==> src/rtl/sync_sample_fifo.sv <==
// Single-clock sample FIFO: DEPTH-entry storage array plus a registered
// first-word-fall-through output stage, level/threshold flags and sticky overflow.
module sync_sample_fifo #(
    parameter int DATA_WIDTH         = 32,
    parameter int ADDRESS_WIDTH      = 4,
    parameter int ALMOST_FULL_LEVEL  = 12,
    parameter int ALMOST_EMPTY_LEVEL = 2
) (
    input  logic                     clock,
    input  logic                     reset_n,
    input  logic                     flush,
    input  logic                     write_valid,
    output logic                     write_ready,
    input  logic [DATA_WIDTH-1:0]    write_data,
    output logic                     read_valid,
    input  logic                     read_ready,
    output logic [DATA_WIDTH-1:0]    read_data,
    output logic [ADDRESS_WIDTH:0]   level,
    output logic                     almost_full,
    output logic                     almost_empty,
    output logic                     overflow,
    input  logic                     clear_overflow
);

    localparam int DEPTH = 1 << ADDRESS_WIDTH;
    localparam int LW    = ADDRESS_WIDTH + 1;
    localparam logic [ADDRESS_WIDTH:0] CAPACITY = LW'(DEPTH + 1);

    logic [DATA_WIDTH-1:0]    mem [DEPTH];
    logic [ADDRESS_WIDTH-1:0] wr_ptr;
    logic [ADDRESS_WIDTH-1:0] rd_ptr;
    logic [ADDRESS_WIDTH:0]   store_count;
    logic                     store_empty;
    logic                     full;
    logic                     write_accept;
    logic                     read_accept;
    logic                     refused;
    logic                     load_out;
    logic                     bypass;
    logic                     store_write;

    // Storage holds every word except the one sitting in the output register.
    assign store_count  = level - LW'(read_valid);
    assign store_empty  = (store_count == '0);
    assign full         = (level == CAPACITY);

    assign write_ready  = reset_n & ~full;
    assign write_accept = write_valid & write_ready & ~flush;
    assign read_accept  = read_valid & read_ready & ~flush;
    assign refused      = write_valid & ~write_ready & ~flush;

    assign load_out     = ~read_valid | read_accept;
    assign bypass       = load_out & store_empty;
    assign store_write  = write_accept & ~bypass;

    assign almost_full  = 32'(level) >= ALMOST_FULL_LEVEL;
    assign almost_empty = 32'(level) <= ALMOST_EMPTY_LEVEL;

    always_ff @(posedge clock) begin
        if (store_write) begin
            mem[wr_ptr] <= write_data;
        end
    end

    always_ff @(posedge clock) begin
        if (!reset_n) begin
            wr_ptr     <= '0;
            rd_ptr     <= '0;
            level      <= '0;
            read_valid <= 1'b0;
            read_data  <= '0;
            overflow   <= 1'b0;
        end else begin
            if (refused) begin
                overflow <= 1'b1;
            end else if (clear_overflow) begin
                overflow <= 1'b0;
            end

            if (flush) begin
                wr_ptr     <= '0;
                rd_ptr     <= '0;
                level      <= '0;
                read_valid <= 1'b0;
            end else begin
                if (load_out) begin
                    if (!store_empty) begin
                        read_data  <= mem[rd_ptr];
                        rd_ptr     <= rd_ptr + 1'b1;
                        read_valid <= 1'b1;
                    end else if (write_accept) begin
                        read_data  <= write_data;
                        read_valid <= 1'b1;
                    end else begin
                        read_valid <= 1'b0;
                    end
                end

                if (store_write) begin
                    wr_ptr <= wr_ptr + 1'b1;
                end

                case ({write_accept, read_accept})
                    2'b10:   level <= level + 1'b1;
                    2'b01:   level <= level - 1'b1;
                    default: level <= level;
                endcase
            end
        end
    end

endmodule
==> config.mk <==
export PLATFORM = sky130hd
export DESIGN_NAME = sync_sample_fifo
export DESIGN_NICKNAME = d
export VERILOG_FILES = /design/src/rtl/sync_sample_fifo.sv
export SDC_FILE = /design/constraint.sdc
export NUM_CORES = 1
export LEC_CHECK = 0
export ABC_AREA = 0
export CAP_MARGIN = 20
export CORE_MARGIN = 8
export CORE_UTILIZATION = 50
export DETAILED_ROUTE_END_ITERATION = 10
export PLACE_DENSITY = 0.78
export RECOVER_POWER = 50
export SYNTH_ARGS = -nofsm -noshare
export SYNTH_HDL_FRONTEND = slang
export SYNTH_SLANG_ARGS = --single-unit
export TNS_END_PERCENT = 30
==> constraint.sdc <==
create_clock -name clock -period 8.1 [get_ports clock]
set_input_delay 1.62 -clock clock [delete_from_list [all_inputs] [get_ports clock]]
set_output_delay 1.62 -clock clock [all_outputs]
set_load 0.05 [all_outputs]
; ---- Word level (Yosys, flattened, before mapping)
; Memory sizes are Yosys's and may differ from the RTL's. A register that Yosys moved wholly into a read port is not among the register bits.
; Cells that the tools add are included.
[word_totals]
reg_bits = 47
latch_bits = 0
ram_bits = 512
rom_bits = 0
out_inout_bits = 42
elab_cells = 52
memories = 1
[op_classes]
n_addsub = 5
multipliers = 0
div_mod_pow = 0
order_cmp = 2
n_eq_ne = 4
n_shift = 0
n_mux = 11
bitwise_logic = 17
n_reduce_logical = 6
[mem_list]
columns = name, depth, width, read_ports, rd_clocked_by_memory_dff, write_ports, line_no
row1 = mem, 16, 32, 1, 1, 1, 29  ; logic [DATA_WIDTH-1:0] mem [DEPTH];
[ops]
columns = operator, n
row1 = $mux 32, 2
row2 = $pmux 5 s2, 1
row3 = $and 1x1->1, 9
row4 = $add 4x1->4 const B, 2
row5 = $mux 4, 2
row6 = $not 1->1, 7
row7 = $mux 1, 6
row8 = $add 5x1->5 const B, 1
row9 = $eq 5x5->1 const B, 1
row10 = $ge 5x4->1 const B, 1
row11 = $le 5x2->1 const B, 1
row12 = $logic_not 5->1, 1
row13 = $sub 5x1->5, 1
row14 = $sub 5x1->5 const B, 1
row15 = $reduce_bool 2->1, 2
row16 = $reduce_and 3->1, 1
row17 = $eq 2x1->1 const B, 1
row18 = $eq 2x2->1 const B, 1
row19 = $ne 2x1->1 const B, 1
row20 = $reduce_and 2->1, 1
row21 = $reduce_or 2->1, 1
row22 = $or 1x1->1, 1

; ---- Depth between registers and ports, before layout
; Gate-level depths: netlist of the first run.
[logic_depth]
ltp_word = 8
mapped_depth = 11

; ---- Least setup slack after synthesis of the first run
; Ideal clock, no wire load.
[synth_timing]
path_kind = input port to flip-flop
start = in write_valid
end = mem mem[3][0], enable pin
setup_time_ps = 461
arrival_time_ps = 4701
required_ps = 7639
setup_slack_ps = 2938
stages = 5
n_path_buf = 0
cell_sequence = nor2b_1 o311ai_4 a21oi_4 nand2_1 nor3_1
[synth_via]
elab_chain_cells = 5
[synth_rtl]
columns = item, line_no
row1 = from (decl), 12  ; input logic write_valid,
row2 = $and 1x1->1 (2 in a row), 48  ; assign write_accept = write_valid & write_ready & ~flush;
row3 = $and 1x1->1, 54  ; assign store_write = write_accept & ~bypass;
row4 = $mux 1, 60  ; if (store_write) begin
row5 = $mux 1 (implied by the code), 61  ; mem[wr_ptr] <= write_data;
row6 = to (decl), 29
; Every way passes these cells.

; ---- Worst setup path after layout of the first run
[layout_timing]
start = in reset_n
end = mem mem[7][22], enable pin
[layout_via]
elab_chain_cells = 6
[layout_rtl]
columns = item, line_no
row1 = from (decl), 10  ; input logic reset_n,
row2 = $and 1x1->1, 47  ; assign write_ready = reset_n & ~full;
row3 = $and 1x1->1 (2 in a row), 48
row4 = $and 1x1->1, 54
row5 = $mux 1, 60
row6 = $mux 1 (implied by the code), 61
; Every way passes these cells.

==> results of run 1 <==
[routing by layer]
layer  global-route usage, %  up-vias  wire [um]
li1                        -     4823          -
met4                    4.47        0        814
met1                    22.8     5734      18400
met2                    29.4      390      22400
met3                    3.14       69       2520
met5                       0        -          0
[cells in the final DEF, fill, tap and decap left out, types with 4 or more instances in the layout]
cell type,n
edfxtp_1,512
mux4_2,96
a211oi_1,65
dlygate4sd3_1,63
clkbuf_16,54
dfxtp_1,47
nand2_1,41
nor2b_1,38
mux2i_1,37
o21ai_0,34
a31oi_1,33
mux2_2,32
o221ai_1,21
clkbuf_1,21
and3_2,15
clkdlybuf4s50_1,15
nor2_1,12
o221ai_2,11
buf_4,11
ha_1,10
inv_1,7
clkinv_2,7
a21oi_1,6
clkinv_1,6
nand2b_1,5
xnor2_1,5
xor2_1,4
clkbuf_8,4
[cells by family after synthesis]
| kind of cell | Yosys count |
|---|---|
| flops | 563 |
| mux | 165 |
| xor+xnor | 9 |
| fa+ha+maj | 10 |
| buf+inv | 78 |
| simple gates | 124 |
| compound gates | 183 |
[layout make-up]
| type | count | share of cell area, % |
|---|---|---|
| clock buffers | 78 | 5.95 |
| clock inverters | 20 | 0.749 |
| inverters | 7 | 0.106 |
| multi-input cells | 491 | 20.7 |
| flip-flops and latches | 563 | 65.9 |
| well taps | 585 | 2.94 |
| repair buffers | 91 | 3.60 |
[state kept, by name, indices dropped and copies added (netlist names), named ones only]
register	flops
read_data	32
rd_ptr	4
mem	512
overflow	1
wr_ptr	4
level	5
read_valid	1
[power by group]
| group | internal, mW | switching (mW) | leakage (nW) | total, mW |
|---|---|---|---|---|
| Sequential | 3.19 | 0.0203 | 5.02 | 3.21 |
| Combinational | 0.0874 | 0.189 | 1.76 | 0.276 |
| Clock | 1.36 | 1.00 | 0.804 | 2.36 |
[worst min-delay path by stage]
stage | cells past startpoint | slack, ns | endpoint | startpoint
floorplan | 2 | 0.48 | flip-flop | rd_ptr[3]
global placement | 2 | 0.51 | flip-flop | rd_ptr[3]
detailed placement | 2 | 0.53 | flip-flop | rd_ptr[3]
CTS | 2 | 0.55 | flip-flop | rd_ptr[3]
global route | 2 | 0.57 | rd_ptr[3] | rd_ptr[3]
finish | 2 | 0.54 | flip-flop | rd_ptr[3]
[worst reg2reg max path: stages, from the launching register on]
cell and delay, ns:
dfxtp_1 0.47, inv_1 0.08, ha_1 0.27, nor4b_4 0.14, a221oi_4 0.24, buf_4 0.47, a31o_1 1.46, o221ai_1 0.31
a31oi_1 0.31
==> results.md, run 1 <==
- Synth top cells by count: 512 x edfxtp_1, 96 x mux4_2, 65 x a211oi_1
- Cells along the critical path: clkbuf_1 -> o311ai_0 -> a21oi_1 -> and3_2
- RSZ-0062 raised after global routing: false
- Worst skew pair latency: 0.56 ns
- Share of layout cells above drive strength 1: 19.9%
- Total power: slightly below 6 mW
- DIE WIDTH: around 230 um
- Fillers: roughly 3100
- Syn_nets: ~1200
- Register area: around 16000 um^2
- # resized after CTS: 0
- Largest family of logic cells by synthesized area: multiplexers
- Initial Util: about 51%
- Drt wl/cell: about 24 um
- Post-synth top area share: 70.0%
- Cell Area, Synth: 22000 um^2
- Outcome: finished with violations
- Xor-xnor portion of the synthesized cell area: less than 1%
- CP Max Fanout: 37
- Simple-gate area share of the yosys netlist: under 10%
- Final Net Count: between 1000 and 1500
- Crit path kind: primary input to flip-flop
- DR iter-0 viols: 870
- Layout Skew: 0.0155 ns
- Clk sinks: 563
- Fin crit share: 77.8%
- Clk slew on worst S/H paths: around 0.060 ns
- YS warnings: 0
- WP data arrival: approximately 6.5 ns
- Post-layout instance area: between 20000 and 25000 um^2
- Max-slew violations: between 70 and 80
- Critical path required time: 8.27 ns
- Largest net degree at the start of global routing: 75
- Ys flop type: edfxtp_1
- Multi-input combinational cell area: 5150 um^2
- Area leader, netlist: edfxtp_1
- H-tree depth: 2
- Non-filler cells, final: 1835
- Placed cell area: 23200 um^2
- Post-CTS Hold Buffers: 0
- Final WS setup: about 1.8 ns
- Hold crit path type: flip-flop to flip-flop
- Worst r2r src: level[0]
- Crit. path cell count: 4
- Area growth, synth to finish: 13.3%
- Total GRT Usage: between 10% and 20%
- Mean Syn Cell Area: approximately 19 um^2
- Vias per cell: around 6
- Core ar.: between 40000 and 50000 um^2
- IO buf count: between 70 and 80
- TritonCTS clock tree: yes
- Critical Path Max Stage Delay: 1.76 ns
- DR vias: around 11000
- Static Leak: 7.59 nW
- Seq cells post-synth: between 500 and 600
- Critical Path Source: reset_n
- Die H: ~230 um
- Initial antenna violation count: 1
- Rows: 76
- Hpwl dp: approximately 23 mm
- Synth top area cells: edfxtp_1 70%, mux4_2 9.8%, dfxtp_1 4.7%
- Compound-Gate Fraction of Synth Area: 6.39%
- Top delay family on crit path: compound AO/OA/AOI/OAI gates
- Endpoints failing setup: 0
- Tmin final: 6.30 ns
- Final Hold Fails: 0
- Synth Area in Adders: less than 1%
- Setup TNS: 0 ns
- Placed cells: about 1700
- Vias in the first global route: 11414
- TritonRoute pass-1 iters: 5
- Bufs on Longest Clock Path: 3
- Post-synthesis mux area share: between 10% and 20%
- Total CTS buffers: 52
- Failing checks: max-capacitance violations, max-slew violations
- Die Footprint: 50900 um^2
- Fraction of registers with async set/reset: 0%
- Hold_ws: ~0.54 ns
- First-pass GRT wire length: around 68 mm
- Sequential area share after synthesis: roughly 75%
- Crit-path slowest cell: clkbuf_1
- Gr ovfl total: 0
- Post-Route Utilization: roughly 58%
- Worst Tran Pin Value: between 2 and 3 ns
- WP buf/inv: 1
- Netlist cell types: 45
- Slew HR: -68.4%
- CP endpoint kind: flip-flop
- Achievable Freq: between 0.15 and 0.2 GHz
- Clock root buffer: clkbuf_16
- R2r setup slk: 4.25 ns
- Post-CTS Repair Setup Buffers: 0
- EDFF count, synth: between 500 and 600
- Worst R2R End: read_data[19]
- Cells after Synth: 1132
- Max-cap violations: 2
- Io pins: 80
- DRT antenna net count: 0
- Pwr/cell area: between 200 and 250 nW/um^2
- DRC Markers: 0
- Detailed Route WL: approximately 44 mm
- Critical Path Source Type: primary input
- Number of inserted diodes: 0
- Post-Place Setup Slack: between 2 and 3 ns
- End of the critical path: mem[7][22]
- Maximum resistive drop on vdd: about 0.00014 V
- Gp weighted congestion: 0.740
- Most numerous cell in the Yosys netlist: edfxtp_1
- Worst Reg-to-Reg Cells: 8
No activity file was read; power rests on OpenSTA's default activity.
==> inputs of run 2 (changes only) <==
==> constraint.sdc (replaced) <==
create_clock -name clock -period 6.5 [get_ports clock]
set_input_delay 1.3 -clock clock [delete_from_list [all_inputs] [get_ports clock]]
set_output_delay 1.3 -clock clock [all_outputs]
set_load 0.05 [all_outputs]
==> results.md, run 2 (synthesized netlist as in run 1, its figures left out) <==
- Final Hold Fails: 0 (unchanged)
- Critical path required time: 6.69 ns (was 8.27 ns)
- Number of inserted diodes: 0 (unchanged)
- Gp weighted congestion: 0.732 (was 0.740)
- Total GRT Usage: 17.8% (was 17.3%)
- Vias per cell: 6.03 (was 6.00)
- Worst Reg-to-Reg Cells: 6 (was 8)
- Commonest non-fill, non-tap cell in the layout: edfxtp_1 (unchanged)
- Die Footprint: 50900 um^2 (unchanged)
- Hold endpoint: rd_ptr[3]
- RSZ-0062 raised after global routing: false (unchanged)
- Met3 routed wirelength: 3.22 mm (was 2.52 mm)
- TritonCTS clock tree: yes (unchanged)
- Biggest register: mem (unchanged)
- Core ar.: 43200 um^2 (unchanged)
- # resized after CTS: 0 (unchanged)
- DIE WIDTH: 226 um (unchanged)
- Post-Route Utilization: 58.2% (was 57.6%)
- DR vias: 11112 (was 11016)
- Vias in the first global route: 11462 (was 11414)
- Worst R2R End: mem[7][28] (was read_data[19])
- Critical Path Source Type: primary input (unchanged)
- Io pins: 80 (unchanged)
- Die H: 226 um (unchanged)
- WHS Path Cells: 2 (unchanged)
- Total CTS buffers: 56 (was 52)
- Detailed Route WL: 45.3 mm (was 44.2 mm)
- Slew HR: 24.5% (was -68.4%)
- Worst r2r src: level[0] (unchanged)
- Share of layout cells above drive strength 1: 20.9% (was 19.9%)
- Final WS setup: 1.99 ns (was 1.80 ns)
- Total power: 7.58 mW (was 5.85 mW)
- Post-Place Setup Slack: 2.22 ns (was 2.95 ns)
- Fin crit share: between 60% and 70%
- Drt wl/cell: 24.6 um (was 24.1 um)
- Hold crit path type: flip-flop to flip-flop (unchanged)
- Largest register FFs: 512 (unchanged)
- Hold_ws: 0.558 ns (was 0.540 ns)
- Tmin final: 4.51 ns
- DRT antenna net count: 0 (unchanged)
- Worst skew pair latency: 0.58 ns (was 0.56 ns)
- Clock root buffer: clkbuf_16 (unchanged)
- Gr ovfl total: 0 (unchanged)
- Worst Tran Pin Value: 1.13 ns (was 2.53 ns)
- M1 WL: 18.6 mm (was 18.4 mm)
- DRC Markers: 0 (unchanged)
- Initial Util: 50.9% (unchanged)
- DR iter-0 viols: 865 (was 870)
- Outcome: complete, no violations (was finished with violations)
- Max-cap violations: 0 (was 2)
- Post-CTS Hold Buffers: 0 (unchanged)
- R2r setup slk: 2.97 ns (was 4.25 ns)
- Most frequent cells in the layout: 512 x edfxtp_1, 96 x mux4_2, 65 x a211oi_1 (unchanged)
- IO buf count: 79 (unchanged)
- Achievable Freq: ~0.22 GHz
- CP Max Fanout: 32 (was 37)
- Area growth, synth to finish: 14.4% (was 13.3%)
- Fillers: 3095 (was 3136)
- WL met2: 22.5 mm (was 22.4 mm)
- Top layer in use: met4 (unchanged)
- Largest net degree at the start of global routing: 125 (was 75)
- Initial antenna violation count: 0 (was 1)
- Clk slew on worst S/H paths: 0.06 ns (about the same)
- Post-CTS Repair Setup Buffers: 0 (unchanged)
- Rows: 76 (unchanged)
- TritonRoute pass-1 iters: 5 (unchanged)
- Clk sinks: 563 (unchanged)
- Max-slew violations: 0 (was 71)
- Maximum resistive drop on vdd: 0.000202 V (was 0.000145 V)
- Final Net Count: 1258 (was 1254)
- First-pass GRT wire length: 69.0 mm (was 67.6 mm)
- Layout Skew: 0.0150 ns (was 0.0155 ns)
- Hpwl dp: 23.8 mm (was 23.1 mm)
- H-tree depth: 2 (unchanged)
- CP endpoint kind: flip-flop (unchanged)
- Static Leak: 7.72 nW (was 7.59 nW)
- Bufs on Longest Clock Path: 3 (unchanged)
- Pwr/cell area: 302 nW/um^2 (was 235 nW/um^2)
- Hold_sp: rd_ptr[3] (unchanged)
- Biggest regs: mem x512, read_data x32, level x5 (unchanged)
- Crit path kind: primary input to flip-flop (unchanged)
- WP data arrival: 4.71 ns (was 6.47 ns)
- Endpoints failing setup: 0 (unchanged)
- Setup TNS: 0 ns (unchanged)
run 2: cell types whose count changed in the layout (fill, tap and decap cells not counted), sizes merged:
| cell | before | now |
|---|---|---|
| clkinvlp | 3 | 1 |
| clkinv | 14 | 15 |
| inv | 7 | 8 |
| clkbuf | 79 | 85 |
| bufinv | 3 | 4 |
| buf | 12 | 13 |
run 2: per-layer routing:
metal | global-route usage, % | vias to the layer above
li1 | - | 4832
met1 | 24.0 | 5680
met2 | 29.6 | 511
met3 | 3.02 | 89
met4 | 4.99 | 0
met5 | 0 | -
run 2: metrics by stage:
step                      cell area, um^2  cells
after floorplan                     22000   1132
after global placement              23200   1736
after detailed placement            23200   1736
after CTS                           25100   1842
after global routing                25100   1843
final                               25100   1843
run 2: worst max-delay path by stage:
stage                           start     endpoint  slack [ns]  depth (start not counted)
after floorplan           write_valid    mem[3][0]        1.66                          5
after global placement        reset_n  write_ready        2.23                          4
after detailed placement        flush     level[4]        2.22                         11
after CTS                     reset_n  write_ready        2.22                          4
after global routing            flush   mem[8][22]        1.77                          5
final                           flush   mem[7][28]        1.99                          5
run 2: worst max-delay path, stage by stage:
cell and delay (ns):
dlygate4sd3_1 0.63, nor2b_1 0.34, o311ai_0 0.37, a21oi_1 0.98, and3_2 1.07
run 2: power breakdown:
part	internal, mW	switching [mW]
clock network	1.93	1.31
logic	0.110	0.242
registers	3.97	0.0236
total	6.01	1.57
run 2: layout make-up:
| class | count | area, um^2 | area share [%] |
|---|---|---|---|
| sequential | 563 | 16400 | 65.3 |
| timing repair buffer | 91 | 908 | 3.62 |
| clock buffer | 85 | 1670 | 6.63 |
| multi-input combinational | 491 | 5160 | 20.6 |
| inverter | 7 | 26.3 | 0.105 |
| tap | 585 | 732 | 2.91 |
| clock inverter | 21 | 218 | 0.867 |
==> inputs of run 3 (changes only) <==
==> constraint.sdc (replaced) <==
create_clock -name clock -period 4.6 [get_ports clock]
set_input_delay 0.92 -clock clock [delete_from_list [all_inputs] [get_ports clock]]
set_output_delay 0.92 -clock clock [all_outputs]
set_load 0.05 [all_outputs]
==> results.md, run 3 (synthesized netlist as in run 1, its figures left out) <==
- Slew HR: -38.4% (was 24.5%)
- Initial Util: 50.9% (unchanged)
- DR vias: 11328 (was 11112)
- Critical Path Source: reset_n (was flush)
- Vias per cell: 6.08 (was 6.03)
- Largest net degree at the start of global routing: 75 (was 125)
- Gr ovfl total: 0 (unchanged)
- Fillers: 3154 (was 3095)
- TritonRoute pass-1 iters: 5 (unchanged)
- Tmin final: roughly 4.0 ns
- Crit path kind: primary input to primary output (was primary input to flip-flop)
- WP data arrival: 3.07 ns (was 4.71 ns)
- Register area: 16400 um^2 (unchanged)
- Clk slew on worst S/H paths: 0.06 ns (about the same)
- Total power: 10.7 mW (was 7.58 mW)
- Post-CTS Hold Buffers: 0 (unchanged)
- Biggest register: mem (unchanged)
- Worst skew pair latency: 0.61 ns (was 0.58 ns)
- Fin crit share: around 87%
- DRC Markers: 0 (unchanged)
- Total GRT Usage: 19.1% (was 17.8%)
- Detailed Route WL: 48.8 mm (was 45.3 mm)
- Multi-input combinational cell area: 5180 um^2 (was 5160 um^2)
- DR iter-0 viols: 1076 (was 865)
- Layout Skew: 0.0256 ns (was 0.0150 ns)
- Number of inserted diodes: 0 (unchanged)
- Total CTS buffers: 54 (was 56)
- Static Leak: 7.78 nW (was 7.72 nW)
- Post-layout instance area: 25200 um^2 (was 25100 um^2)
- Endpoints failing setup: 0 (unchanged)
- Vias in the first global route: 11698 (was 11462)
- Largest register FFs: 512 (unchanged)
- Final Net Count: 1281 (was 1258)
- Hold crit path type: flip-flop to flip-flop (unchanged)
- Placed cells: 1762 (was 1736)
- Gp weighted congestion: 0.810 (was 0.732)
- IO buf count: 79 (unchanged)
- R2r setup slk: 1.19 ns (was 2.97 ns)
- Max-cap violations: 2 (was 0)
- Post-CTS Repair Setup Buffers: 0 (unchanged)
- Non-filler cells, final: 1863 (was 1843)
- Die Footprint: 50900 um^2 (unchanged)
- TritonCTS clock tree: yes (unchanged)
- Commonest non-fill, non-tap cell in the layout: edfxtp_1 (unchanged)
- Failing checks: max-capacitance violations, max-slew violations
- Critical Path Source Type: primary input (unchanged)
- Worst R2R End: read_data[19] (was mem[7][28])
- Biggest regs: mem x512, read_data x32, level x5 (unchanged)
- Maximum resistive drop on vdd: 0.000341 V (was 0.000202 V)
- # resized after CTS: 0 (unchanged)
- Clk sinks: 563 (unchanged)
- Worst r2r src: level[0] (unchanged)
- Bufs on Longest Clock Path: 3 (unchanged)
- Io pins: 80 (unchanged)
- Area growth, synth to finish: 15.0% (was 14.4%)
- Drt wl/cell: 26.2 um (was 24.6 um)
- Hpwl dp: 28.4 mm (was 23.8 mm)
- Achievable Freq: ~0.25 GHz
- Pwr/cell area: 422 nW/um^2 (was 302 nW/um^2)
- Die H: 226 um (unchanged)
- Share of layout cells above drive strength 1: 22.5% (was 20.9%)
- Outcome: finished with violations (was complete, no violations)
- Setup TNS: 0 ns (unchanged)
- Placed cell area: 23400 um^2 (was 23200 um^2)
- RSZ-0062 raised after global routing: false (unchanged)
- Rows: 76 (unchanged)
- Max-slew violations: 54 (was 0)
- Initial antenna violation count: 0 (unchanged)
- Most frequent cells in the layout: 512 x edfxtp_1, 96 x mux4_2, 65 x a211oi_1 (unchanged)
- Critical path required time: 3.68 ns (was 6.69 ns)
- Worst Reg-to-Reg Cells: 7 (was 6)
- Worst Tran Pin Value: 2.08 ns (was 1.13 ns)
- H-tree depth: 2 (unchanged)
- Core ar.: 43200 um^2 (unchanged)
- Clock root buffer: clkbuf_16 (unchanged)
- End of the critical path: write_ready (was mem[7][28])
- Final Hold Fails: 0 (unchanged)
- CP Max Fanout: 18 (was 32)
- CP endpoint kind: primary output (was flip-flop)
- First-pass GRT wire length: 73.3 mm (was 69.0 mm)
- DRT antenna net count: 0 (unchanged)
- DIE WIDTH: 226 um (unchanged)
-- run 3: cell count changes in the layout (fill, tap and decap cells not counted), moves of 2 or more --
| cell | delta |
|---|---|
| clkbuf_16 | -5 |
| dlygate4sd3_1 | -14 |
| buf_4 | +24 |
| clkbuf_1 | -4 |
| clkdlybuf4s50_1 | +14 |
| clkinv_4 | +2 |
-- run 3: power breakdown --
group          leakage [nW]  internal [mW]  switching (mW)
Sequential             5.02           5.61          0.0409
Clock                 0.897           2.62            1.88
Combinational          1.86          0.158           0.352
Total                  7.78           8.39            2.27
-- run 3: worst max-delay path, stage by stage --
cell	delay [ns]
clkbuf_1	0.99
o31a_1	0.33
clkdlybuf4s50_1	0.82
-- run 3: worst min-delay path by stage --
stage / start / end / slack [ns] / cells after the start
finish: rd_ptr[3] / flip-flop / 0.53 / 2
global route: rd_ptr[3] / flip-flop / 0.56 / 2
CTS: rd_ptr[3] / rd_ptr[3] / 0.54 / 2
detailed placement: rd_ptr[3] / flip-flop / 0.52 / 2
global placement: rd_ptr[3] / flip-flop / 0.50 / 2
floorplan: rd_ptr[3] / flip-flop / 0.48 / 2
-- run 3: through the flow --
| stage | hold WS [ns] | worst slack [ns] | utilization (%) |
|---|---|---|---|
| final | 0.528 | 0.611 | 58.5 |
| after global routing | 0.564 | 0.578 | 58.5 |
| after CTS | 0.540 | 1.14 | 58.5 |
| after detailed placement | 0.521 | 0.636 | 54.3 |
| after floorplan | 0.485 | 0.138 | - |
| after global placement | 0.504 | 0.752 | 54.3 |
-- run 3: area by class of cell --
cell class,instances,share of cell area [%]
Inverter,7,0.104
Tap cell,585,2.90
Sequential cell,563,65.0
Timing Repair Buffer,116,4.29
Clock buffer,75,6.07
Multi-Input combinational cell,491,20.5
Clock inverter,26,1.12
-- run 3: metal layers --
metal / up-vias / share of wire (%) / GRT usage, %
li1: 4875 / - / -
met1: 5929 / 42 / 25.4
met2: 454 / 50 / 31.8
met3: 70 / 6.4 / 3.54
met4: 0 / 2.3 / 6.33
met5: - / 0 / 0
